[src/rtl/vga_scanout.sv]
// 640x480@60 VGA scanout: pixel-rate timing, framebuffer address generation,
// 16-entry palette lookup and registered RGB/sync outputs.
module vga_scanout #(
    parameter int CLK_DIV   = 4,
    parameter int SCALE     = 2,
    parameter int FB_WIDTH  = 320,
    parameter int H_VISIBLE = 640,
    parameter int H_FRONT   = 16,
    parameter int H_SYNC    = 96,
    parameter int H_BACK    = 48,
    parameter int V_VISIBLE = 480,
    parameter int V_FRONT   = 10,
    parameter int V_SYNC    = 2,
    parameter int V_BACK    = 33
) (
    input  logic        clock,
    input  logic        reset,
    output logic [18:0] addr_vga,
    input  logic [3:0]  data_vga,
    input  logic        pal_wr_en,
    input  logic [3:0]  pal_wr_idx,
    input  logic [11:0] pal_wr_rgb,
    output logic [3:0]  vga_r,
    output logic [3:0]  vga_g,
    output logic [3:0]  vga_b,
    output logic        hsync,
    output logic        vsync,
    output logic        frame_start
);
    localparam int H_TOTAL  = H_VISIBLE + H_FRONT + H_SYNC + H_BACK;
    localparam int V_TOTAL  = V_VISIBLE + V_FRONT + V_SYNC + V_BACK;
    localparam int HS_START = H_VISIBLE + H_FRONT;
    localparam int HS_END   = HS_START + H_SYNC;
    localparam int VS_START = V_VISIBLE + V_FRONT;
    localparam int VS_END   = VS_START + V_SYNC;
    localparam int HW       = $clog2(H_TOTAL);
    localparam int VW       = $clog2(V_TOTAL);
    localparam int DW       = $clog2(CLK_DIV);

    logic [DW-1:0] div_q, div_d;
    logic [HW-1:0] h_q, h_d, hx_q, hx_d;
    logic [VW-1:0] v_q, v_d;
    logic [1:0]    hsub_q, hsub_d, vsub_q, vsub_d;
    logic [18:0]   row_q, row_d, addr_q, addr_d;
    logic [11:0]   rgb_q, rgb_d;
    logic          hs_q, hs_d, vs_q, vs_d, fs_q, fs_d;
    logic [11:0]   pal_q [16];
    logic          tick, vis_cur, vis_nxt;

    assign tick    = (int'(div_q) == CLK_DIV - 1);
    // vis_cur: pixel whose address is currently registered (output stage);
    // vis_nxt: pixel the counters move to on this tick (address stage).
    assign vis_cur = (int'(h_q) < H_VISIBLE) && (int'(v_q) < V_VISIBLE);
    assign vis_nxt = (int'(h_d) < H_VISIBLE) && (int'(v_d) < V_VISIBLE);

    always_comb begin
        div_d  = tick ? '0 : div_q + 1'b1;
        h_d    = h_q;
        hx_d   = hx_q;
        hsub_d = hsub_q;
        v_d    = v_q;
        vsub_d = vsub_q;
        row_d  = row_q;
        if (tick) begin
            if (int'(h_q) == H_TOTAL - 1) begin
                h_d    = '0;
                hx_d   = '0;
                hsub_d = '0;
                if (int'(v_q) == V_TOTAL - 1) begin
                    v_d    = '0;
                    vsub_d = '0;
                    row_d  = '0;
                end else begin
                    v_d = v_q + 1'b1;
                    // Row base advances by one framebuffer row every SCALE lines.
                    if (int'(vsub_q) == SCALE - 1) begin
                        vsub_d = '0;
                        row_d  = row_q + 19'(FB_WIDTH);
                    end else begin
                        vsub_d = vsub_q + 1'b1;
                    end
                end
            end else begin
                h_d = h_q + 1'b1;
                if (int'(hsub_q) == SCALE - 1) begin
                    hsub_d = '0;
                    hx_d   = hx_q + 1'b1;
                end else begin
                    hsub_d = hsub_q + 1'b1;
                end
            end
        end
    end

    always_comb begin
        addr_d = addr_q;
        rgb_d  = rgb_q;
        hs_d   = hs_q;
        vs_d   = vs_q;
        fs_d   = 1'b0;
        if (tick) begin
            addr_d = vis_nxt ? row_d + 19'(hx_d) : '0;
            // data_vga belongs to the pixel addressed on the previous tick.
            rgb_d  = vis_cur ? pal_q[data_vga] : '0;
            hs_d   = !((int'(h_q) >= HS_START) && (int'(h_q) < HS_END));
            vs_d   = !((int'(v_q) >= VS_START) && (int'(v_q) < VS_END));
            fs_d   = vs_q && !vs_d;
        end
    end

    always_ff @(posedge clock or posedge reset) begin
        if (reset) begin
            div_q  <= '0;
            h_q    <= '0;
            hx_q   <= '0;
            hsub_q <= '0;
            v_q    <= '0;
            vsub_q <= '0;
            row_q  <= '0;
            addr_q <= '0;
            rgb_q  <= '0;
            hs_q   <= 1'b1;
            vs_q   <= 1'b1;
            fs_q   <= 1'b0;
        end else begin
            div_q  <= div_d;
            h_q    <= h_d;
            hx_q   <= hx_d;
            hsub_q <= hsub_d;
            v_q    <= v_d;
            vsub_q <= vsub_d;
            row_q  <= row_d;
            addr_q <= addr_d;
            rgb_q  <= rgb_d;
            hs_q   <= hs_d;
            vs_q   <= vs_d;
            fs_q   <= fs_d;
        end
    end

    always_ff @(posedge clock or posedge reset) begin
        if (reset) begin
            for (int i = 0; i < 16; i++) pal_q[i] <= {4'(i), 4'(i), 4'(i)};
        end else if (pal_wr_en) begin
            pal_q[pal_wr_idx] <= pal_wr_rgb;
        end
    end

    assign addr_vga    = addr_q;
    assign vga_r       = rgb_q[11:8];
    assign vga_g       = rgb_q[7:4];
    assign vga_b       = rgb_q[3:0];
    assign hsync       = hs_q;
    assign vsync       = vs_q;
    assign frame_start = fs_q;

endmodule

[config.mk]
export PLATFORM = sky130hd
export DESIGN_NAME = vga_scanout
export DESIGN_NICKNAME = d
export VERILOG_FILES = /design/src/rtl/vga_scanout.sv
export SDC_FILE = /design/constraint.sdc
export NUM_CORES = 1
export LEC_CHECK = 0
export ABC_AREA = 0
export CORE_ASPECT_RATIO = 1.2
export CORE_MARGIN = 1
export CORE_UTILIZATION = 55
export DETAILED_ROUTE_END_ITERATION = 10
export PLACE_DENSITY = 0.69
export SKIP_LAST_GASP = 1
export SLEW_MARGIN = 30
export SYNTH_ARGS = -nofsm -noshare
export SYNTH_HDL_FRONTEND = slang
export SYNTH_SLANG_ARGS = --single-unit
[constraint.sdc]
create_clock -name clock -period 22.8 [get_ports clock]
set_input_delay 3.42 -clock clock [delete_from_list [all_inputs] [get_ports clock]]
set_output_delay 3.42 -clock clock [all_outputs]
set_load 0.02 [all_outputs]
==> run metrics <==
outcome=finished clean; leak pwr=6.32 nW; post-DR wirelength/cell=20.2 um; Post-DRT Antenna Nets=0; worst hold slack=0.421 ns; M3 GR Usage=3.52%; setup bufs post-CTS=0; CP cell instances=clkdlybuf4s50_1; global-route wire length before repair=45.4 mm; met2 global-route usage=40.7%; top cells by area, synth=dfrtp_1 34%, dfstp_2 19%, mux2_2 17%; Synthesis Warnings=0; Max VDD drop=0.0000674 V; Final Non-Filler Cells=1,377; area delta synth->final=14.0%; kind of critical path=flip-flop to output port; Syn Inst Count=987; Ant. Diodes=0; pin count of the biggest net entering global routing=192; Vias per Instance=5.91; # placed instances=1,320; GR Util met1=31.4%; FP Rows=62; Tightest Pin Transition=0.973 ns; Yosys top cell by area=dfrtp_1; #FFs+latches synth=281; gpl congestion=0.803; overall routing resource usage=23.6%; multi-input logic area=5930 um^2; CP max FO=2; crit end category=output port; Die Y=173 um; Reg area=7150 um^2; syn_nets=1,029; EDFF count, synth=0; die area=25,000 um^2; clock root cell=clkbuf_16; RSZ-0062 raised after global routing=no; post-CTS sizing=0; vias in the first global route=8,383; count leader, synth=mux2_2; critical path data required time=19.38 ns; Port Buffers=56; share of cells above drive strength 1=40.8%; WP data arrival=1.68 ns; crit path time final=5.11 ns; CP startpoint kind=flip-flop; boundary pin count=57; Final #Nets=1,075; synth unique cells=64; most instantiated cells after synthesis=197 x mux2_2, 183 x dfrtp_1, 98 x dfstp_2, 59 x mux4_2, 46 x clkbuf_1; Initial Utilization=56.0%; synthesized area per cell=13.6 um^2; Clock Skews=0.0139 ns; Pre-antenna DRT Iters=4; DR vias=8,144; Fin. Hold Viols=0; cts bufs inserted=30; initial antenna violation count=0; Initial DRC Count=386; f_max=196 MHz; GRT overflow=0; core area=24,000 um^2; sequential-to-total area share from yosys stat=53.3%; relative slew slack=35.0%; DP Wirelength=17.5 mm; reported max-cap violation count=0; Post-synth ARST share=100%; synthesized area=13,400 um^2; CP max-delay cell=clkdlybuf4s50_1; hold_buf cts=0; Skew-Pair Late Insertion Delay=0.55 ns; crit-path leading delay family=buffers and inverters; # clock sinks=281; total wire length=27.8 mm; hold crit path type=flip-flop to flip-flop; CTS tree=built; number of fill cells=1,804; Clk pin slew, worst setup/hold paths=0.06 ns; ys flop type=dfrtp_1; Final Setup Violations=0; CTS H-tree lvls=1; final period utilization=22.4%; setup_tns=0 ns; Worst Path Buf+Inv=1; Max Slew Vio Count=0; Final Power=1.33 mW; global routing's busiest layer=met2; CP peak stage delay=0.60 ns; Power per Cell Area=86.7 nW/um^2; Clock Tree Buf Depth=3; DR DRC count=0; Die X-Extent=145 um; area share of the largest cell type after synthesis=34.1%
[flip-flops by register name (all words and copies together), names as in the netlist, 2 cells and up]
| name | count |
|---|---|
| h_q | 10 |
| pal_q | 192 |
| addr_vga | 19 |
| hx_q | 10 |
| hsub_q | 2 |
| vsub_q | 2 |
| div_q | 2 |
| rgb_q | 12 |
| row_q | 19 |
| v_q | 10 |
[report_power, final]
part           leakage [nW]  switching (mW)  internal, mW
clock                 0.482           0.191         0.283
sequential             3.37          0.0464         0.613
combinational          2.47          0.0706         0.124
[final cells by class]
| class | count | share of cell area, % |
|---|---|---|
| clock inverter | 4 | 0.155 |
| clock buffer | 52 | 6.24 |
| timing repair buffer | 71 | 4.58 |
| sequential | 281 | 46.7 |
| tap | 320 | 2.62 |
| multi-input combinational | 614 | 38.8 |
| inverter | 35 | 0.907 |
[metal layers]
metal  routed length, um  vias to the layer above
li1                    -                     3746
met1               11900                     4217
met2               14500                      154
met3                1050                       27
met4                 333                        0
met5                   0                        -
[logic make-up after synthesis]
logic type | synth area share (%)
AO/OA/AOI/OAI | 5.95
adder cells (fa/ha/maj) | 1.83
buffers and inverters | 2.66
multiplexers | 26.5
XOR/XNOR | 1.96
AND/OR/NAND/NOR | 7.84
flip-flops | 53.3
[metrics by stage]
step	setup slack (ns)	instance area [um^2]	utilization [%]
final	17.70	15300	63.9
after floorplan	11.79	13400	-
after CTS	17.66	15300	63.7
after detailed placement	17.19	14300	59.7
after global routing	17.46	15300	63.9
after global placement	17.19	14300	59.6
[path summary, 6_finish.rpt]
path                       slack [ns]            to  startpoint  depth (start not counted)
max in group asynchronous       18.01     pal_q[86]       reset                          4
hold / removal                   0.42      div_q[0]    div_q[0]                          1
min in group asynchronous        3.36   addr_vga[1]       reset                          2
hold reg to reg                  0.42      div_q[0]    div_q[0]                          1
setup / recovery                17.70         hsync       hsync                          1
setup reg to reg                17.79  addr_vga[17]    div_q[0]                         12
[cells in the final DEF, fill, tap and decap left out, types with 5 or more instances in the layout]
master	n
xor2_1	15
mux2_2	197
buf_4	13
nor2b_1	5
dfstp_2	98
o2bb2ai_1	27
clkbuf_16	32
nand3b_1	7
or3_1	8
and2_1	10
and3_1	8
nor4_1	8
mux4_2	59
nand2b_1	8
nor2_1	39
nor3_1	12
a21oi_1	18
clkdlybuf4s50_1	54
o21ai_0	32
ha_1	18
clkbuf_1	12
xnor2_1	15
nand4_1	12
inv_1	34
nand2_1	38
dfrtp_1	183
nand3_1	16
clkbuf_8	8
Power figures use the tool's default switching activity.
